**src/rtl/moore_seq_detector.sv**
```systemverilog
// Moore serial pattern detector: tracks the longest matched prefix of PATTERN,
// decodes match from the state register and keeps a saturating match counter.
module moore_seq_detector #(
    parameter int               WIDTH   = 4,
    parameter logic [WIDTH-1:0] PATTERN = 4'b1011,
    parameter int               OVERLAP = 1,
    parameter int               CNT_W   = 8
) (
    input  logic                           clk,
    input  logic                           rst,
    input  logic                           en,
    input  logic                           in,
    input  logic                           clr_cnt,
    output logic [$clog2(WIDTH+1)-1:0]     state,
    output logic                           match,
    output logic [CNT_W-1:0]               match_cnt
);

    localparam int SW = $clog2(WIDTH + 1);

    localparam logic [SW-1:0] S_IDLE  = '0;
    localparam logic [SW-1:0] S_FIRST = SW'(1);
    localparam logic [SW-1:0] S_MATCH = SW'(WIDTH);

    logic [WIDTH-1:0] hist;
    logic [WIDTH-1:0] nh;
    logic [WIDTH-1:0] mask;
    logic [SW-1:0]    nxt;

    // The candidate length is capped at state+1, so bits older than the
    // current partial match never influence the result.
    always_comb begin
        nh   = WIDTH'({hist, in});
        mask = '0;
        nxt  = S_IDLE;
        if (OVERLAP == 0 && state == S_MATCH) begin
            nxt = (in == PATTERN[WIDTH-1]) ? S_FIRST : S_IDLE;
        end else begin
            for (int l = 1; l <= WIDTH; l++) begin
                mask = WIDTH'((32'd1 << l) - 32'd1);
                if (l <= int'(state) + 1 &&
                    (nh & mask) == ((PATTERN >> (WIDTH - l)) & mask)) begin
                    nxt = SW'(l);
                end
            end
        end
    end

    always_ff @(posedge clk or posedge rst) begin
        if (rst) begin
            state <= S_IDLE;
            hist  <= '0;
        end else if (en) begin
            state <= nxt;
            hist  <= nh;
        end
    end

    always_ff @(posedge clk or posedge rst) begin
        if (rst) begin
            match_cnt <= '0;
        end else if (clr_cnt) begin
            match_cnt <= '0;
        end else if (en && nxt == S_MATCH && match_cnt != '1) begin
            match_cnt <= match_cnt + CNT_W'(1);
        end
    end

    assign match = (state == S_MATCH);

endmodule

```
**config.mk**
```make
export PLATFORM = sky130hd
export DESIGN_NAME = moore_seq_detector
export DESIGN_NICKNAME = d
export VERILOG_FILES = /design/src/rtl/moore_seq_detector.sv
export SDC_FILE = /design/constraint.sdc
export NUM_CORES = 1
export LEC_CHECK = 0
export ABC_AREA = 1
export CORE_MARGIN = 4
export CORE_UTILIZATION = 51
export DETAILED_ROUTE_END_ITERATION = 10
export GPL_ROUTABILITY_DRIVEN = 0
export PLACE_DENSITY = 0.76
export SLEW_MARGIN = 10
export SYNTH_ARGS = -nofsm -noshare
export SYNTH_HDL_FRONTEND = slang
export SYNTH_SLANG_ARGS = --single-unit
```
**constraint.sdc**
```tcl
create_clock -name clk -period 1.6 [get_ports clk]
set_clock_uncertainty 0.15 [all_clocks]
set_input_delay 0.24 -clock clk [delete_from_list [all_inputs] [get_ports clk]]
set_output_delay 0.24 -clock clk [all_outputs]
set_load 0.02 [all_outputs]
```
### Yosys cells after proc, flatten, opt, wreduce, memory -nomap -nowiden

Cells that the tools add are included.
W data, S select, Z words.

* eq/ne operators: 6
* reductions and logical operators: 7
* multiplexer cells: 6
* add/sub/neg operators: 2
* magnitude comparators: 4

Operator list (count)
* $le A3 B32 Y1 const A: 2
* $le A2 B32 Y1 const A: 1
* $mux W8: 2
* $eq A3 B3 Y1 const B: 3
* $add A8 B1 Y8 const B: 1
* $ne A8 B8 Y1 const B: 1
* $logic_and A1 B1 Y1: 6
* $add A3 B1 Y4 const B: 1
* $eq A4 B4 Y1 const B: 1
* $le A3 B4 Y1 const A: 1
* $mux W2: 2
* $mux W3: 1
* $eq A2 B2 Y1 const B: 1
* $reduce_bool A2 Y1: 1
* $mux W1: 1

* output and inout port bits: 12
* input port bits: 5
* logic and storage cells: 28
* flip-flop bits (word level): 14

### Depth between registers and ports, before layout

* word-level depth: 12
* gate-level depth with buffers: 10
* depth with buffers taken out: 10

### Least setup slack after synthesis

Ideal clock, no wire load.

* path type: register -> register
* start: register state[0]
* end: register match_cnt[5]
* clock period less this slack: 1.594 ns
* path buffers: 0
* cell stages (with the launch flop): 10
* setup slack: 0.006 ns
* data arrival time: 1.327 ns
* required time: 1.333 ns
* library setup time: 0.117 ns
* cell sequence: dfrtp_1 -> ha_1 -> nand2_1 -> clkinv_1 -> nand2_1 -> nand2_1 -> nor2_2 -> nand2_4 -> nand3_1 -> nand2_1

* longest elaborated chain between the ends: 11
* elaborated cells between the ends (all ways): 17
* classes of those cells: 1 x add/sub; 4 x order compare; 1 x eq/ne; 4 x mux; 7 x reduce/logical

Ends and longest elaborated chain
* start, declared: line 14 `output logic [$clog2(WIDTH+1)-1:0] state,`
* start signal, assigned: line 54 `state <= nxt;`
* $add A3 B1 Y4 (*): line 41 `if (l <= int'(state) + 1 &&`
* $le A2 B32 Y1: line 41
* $logic_and A1 B1 Y1: line 41
* $mux W1: line 41
* $mux W2 (2 in series): line 41
* $mux W3 (*): line 41
* $eq A3 B3 Y1 (*): line 64 `end else if (en && nxt == S_MATCH && match_cnt != '1) begin`
* $logic_and A1 B1 Y1 (*) (2 in series): line 64
* $reduce_bool A2 Y1 (no line) (*)
* end signal, assigned: line 65 `match_cnt <= match_cnt + CNT_W'(1);`
* end, declared: line 16 `output logic [CNT_W-1:0] match_cnt`

Mark *: on every way between the ends. The rest lies on a longest branch, timed or not.
A chain may end at the register's enable or synchronous reset.

### Worst setup path after layout

Ends and elaborated chain as after synthesis.

==> qor.txt <==
Fill cell total of the finished layout: 139
Number of clock sinks: 14
CP startpoint: state[0]
Synthesized area per cell: 6.96 um2
Unique cell type count in the Yosys netlist: 19
Die height: 51.9 um
Areal power density over the cells: 608 nW/um2
Worst setup path endpoint: match_cnt[5]
Final net count: 186
Area of combinational cells with multiple inputs: 616 um2
Worst setup margin: 40.4 ps
DRC violation count after routing: 0
Source of the worst register-to-register timing path: state[0]
Library cell appearing most often on the critical path: sky130_fd_sc_hd__nand2_2
Worst supply voltage drop on vdd: 515 uV
Fraction of power consumed by sequential logic: 46.7%
Fraction of power consumed by combinational cells: 28.7%
Num rows: 15
Tmin final: 1560 ps
Worst max-slew margin expressed relative to the limit: 79.0%
Area of the mapped netlist: 981 um2
RSZ-0062 raised after global routing: true
Max-slew violation count: 0
Placeable core region: 1780 um2
Top-count cell post-synth: sky130_fd_sc_hd__nand2_1
Max stage delay on crit path: 410 ps
Pre-CTS setup slack: -88.8 ps
Layout cells sized above 1: 28.2%
Number of buffers added to fix hold violations after cts: 0
Endpoint of the lowest-slack register-to-register path: match_cnt[5]
Number of enable-type register cells in the synthesized netlist: 0
Master cell of the clock root buffer: sky130_fd_sc_hd__clkbuf_4
Worst setup path class: reg -> reg
Count of input and output buffers: 16
Die ar.: 2690 um2
Worst reg-to-reg setup slack: 40 ps
Top cells by instance count after synthesis: 54 x sky130_fd_sc_hd__nand2_1, 18 x sky130_fd_sc_hd__inv_1, 14 x sky130_fd_sc_hd__dfrtp_1, 12 x sky130_fd_sc_hd__nand3_1, 10 x sky130_fd_sc_hd__nor2_1
Clk_lat worst skew: 280 ps
Final Setup Violations: 0
Sequential element share of the synthesized area: 35.7%
Routed WL: 2200 um
CTS buffer count: 3
Avg WL per Cell: 11.1 um
Crit start category: flip-flop
Remaining Overflow, GRT: 0
Total number of H-tree levels: 1
IO Count: 17
Share of flip-flops with an asynchronous set or reset: 100%
Post-DRT Antenna Nets: 0
Longest Clk Path Bufs: 2
Antenna diode count: 0
Warning count from the yosys run: 0
Cell type contributing the most total cell area after synthesis: sky130_fd_sc_hd__dfrtp_1
HPWL after DPL: 1660 um
CP Cell Sequence: buf_6 -> ha_4 -> nand2_2 -> inv_2 -> nand2_2 -> nand2_4 -> nor2_4 -> nand2_4 -> nand2_4 -> nand2_2 -> nand2_2
Switching Power: 0.260 mW
Critical path peak fanout: 5
Top cell type's share of synthesized area: 35.7%
Clock transition at the register clock pins on the worst setup and hold paths after CTS: 90 ps
Part of the cycle the worst path needs: 97.5%
Clock group share of total power: 24.6%
Gate count after technology mapping: 141
Final core area utilization: 76.3%
Length of the first detailed-routing pass in iterations: 4
Run status: finished clean
Routed vias: 956
Leakage dissipation: 0.733 nW
Number of synthesized register bits: 14
First-pass GRT wire length: 3590 um
Switching power as a share of total power: 31.5%
Largest net degree at the start of global routing: 15
Internal power: 0.567 mW
Layout overhead on the synthesized area: 38.6%
Initial standard-cell utilization of the core: 55.0%
Arrival @ worst endpoint: 1630 ps
Path category of the worst min-delay check: in -> async
Flip-flop and latch area: 350 um2
Largest cells by area after synthesis: sky130_fd_sc_hd__dfrtp_1 36%, sky130_fd_sc_hd__nand2_1 21%, sky130_fd_sc_hd__inv_1 6.9%
Slew at the pin closest to its max-slew limit: 315 ps
Via density: 4.80
Iter 0 DRT Violations: 17
Via count of the first global-routing pass: 851
Slowest stage cell on the critical path: sky130_fd_sc_hd__dfrtp_1
Final hold violation count: 0
Total Routing Usage GR: 17.3%
Primary flip-flop cell chosen by synthesis mapping: sky130_fd_sc_hd__dfrtp_1
Fmax: 0.641 GHz
Critical path endpoint category: flip-flop
Required time at the worst-slack endpoint: 1670 ps
Max_cap viols: 0
CTS tree: built
Number of antenna violations at the first check in global routing: 0
Die Span X: 51.9 um
Depth of the most critical reg-to-reg path: 11
Number of nets in the synthesized netlist: 151
[power groups by stage]
stage / combinational, mW / sequential, mW / clock [mW]
after floorplan: 0.0907 / 0.408 / 0
after detailed placement: 0.216 / 0.392 / 0
after global placement: 0.212 / 0.391 / 0
final: 0.237 / 0.386 / 0.204
after global routing: 0.262 / 0.388 / 0.222
after CTS: 0.223 / 0.386 / 0.205
[stage by stage]
step	std cells	cell area, um2	total power, mW	hold WS, ps	TNS (ps)
floorplan	141	981	0.499	-20.8	0
global placement	195	1270	0.602	351	-204
detailed placement	195	1270	0.608	362	-640
CTS	198	1310	0.814	124	0
global route	199	1360	0.872	124	-324
finish	199	1360	0.827	114	0
[worst max-delay path, delay by kind of cell, from the launching register on]
family,cells,cell delay (ps)
simple gates,8,610
flops,1,410
buf+inv,2,160
fa+ha+maj,1,160
[kinds of logic (layout without fill, tap and decap cells)]
group / Yosys count / count (layout) / synth area share (%)
AND/OR/NAND/NOR: 92 / 92 / 44.3
XOR/XNOR: 3 / 3 / 2.68
AO/OA/AOI/OAI: 5 / 5 / 2.55
adder cells (fa/ha/maj): 5 / 5 / 6.38
buffers and inverters: 22 / 55 / 8.42
flip-flops: 14 / 14 / 35.7
[per-layer routing]
metal	track usage [%]	vias up	wire length, um
li1	-	497	-
met2	28.9	13	1090
met5	0	-	0
met3	3.44	2	67
met4	3.06	0	11
met1	23.1	444	1030
[flip-flops by register name, summed over array words and instances (netlist names)]
signal and flops:
hist 3, match_cnt 8, state 3
[layout make-up]
type / count / share of cell area [%]
clock buffer: 3 / 1.66
tap: 25 / 2.30
sequential: 14 / 25.8
inverter: 22 / 6.07
multi-input combinational: 105 / 45.3
timing repair buffer: 30 / 19.0
[cells in the final DEF (no fill, tap or decap), types with 2 or more instances in the layout]
cell / count
sky130_fd_sc_hd__buf_4: 11
sky130_fd_sc_hd__buf_6: 3
sky130_fd_sc_hd__clkbuf_4: 3
sky130_fd_sc_hd__clkdlybuf4s50_1: 4
sky130_fd_sc_hd__dfrtp_1: 14
sky130_fd_sc_hd__dlygate4sd2_1: 11
sky130_fd_sc_hd__ha_1: 3
sky130_fd_sc_hd__ha_4: 2
sky130_fd_sc_hd__inv_1: 17
sky130_fd_sc_hd__inv_2: 5
sky130_fd_sc_hd__nand2_1: 43
sky130_fd_sc_hd__nand2_2: 13
sky130_fd_sc_hd__nand2_4: 4
sky130_fd_sc_hd__nand3_1: 11
sky130_fd_sc_hd__nand4_1: 3
sky130_fd_sc_hd__nor2_1: 10
sky130_fd_sc_hd__nor2_4: 5
sky130_fd_sc_hd__o21ai_0: 3
sky130_fd_sc_hd__xnor2_1: 2
[worst min-delay path by stage]
| stage | from | endpoint | slack (ps) | cells past startpoint |
|---|---|---|---|---|
| floorplan | rst | hist[0] | -20 | 1 |
| global placement | hist[2] | hist[2] | 350 | 2 |
| detailed placement | hist[2] | hist[2] | 360 | 2 |
| CTS | rst | hist[0] | 120 | 3 |
| global route | rst | hist[0] | 120 | 3 |
| finish | rst | hist[0] | 110 | 3 |
[timing repair]
| item | in CTS | in global routing |
|---|---|---|
| setup buffers | 0 | 1 |
| resized for setup | 24 | 14 |
| pin swaps | 4 | 13 |
| endpoints found under the setup margin | 22 | 11 |
(Power assumes the default switching activity.)
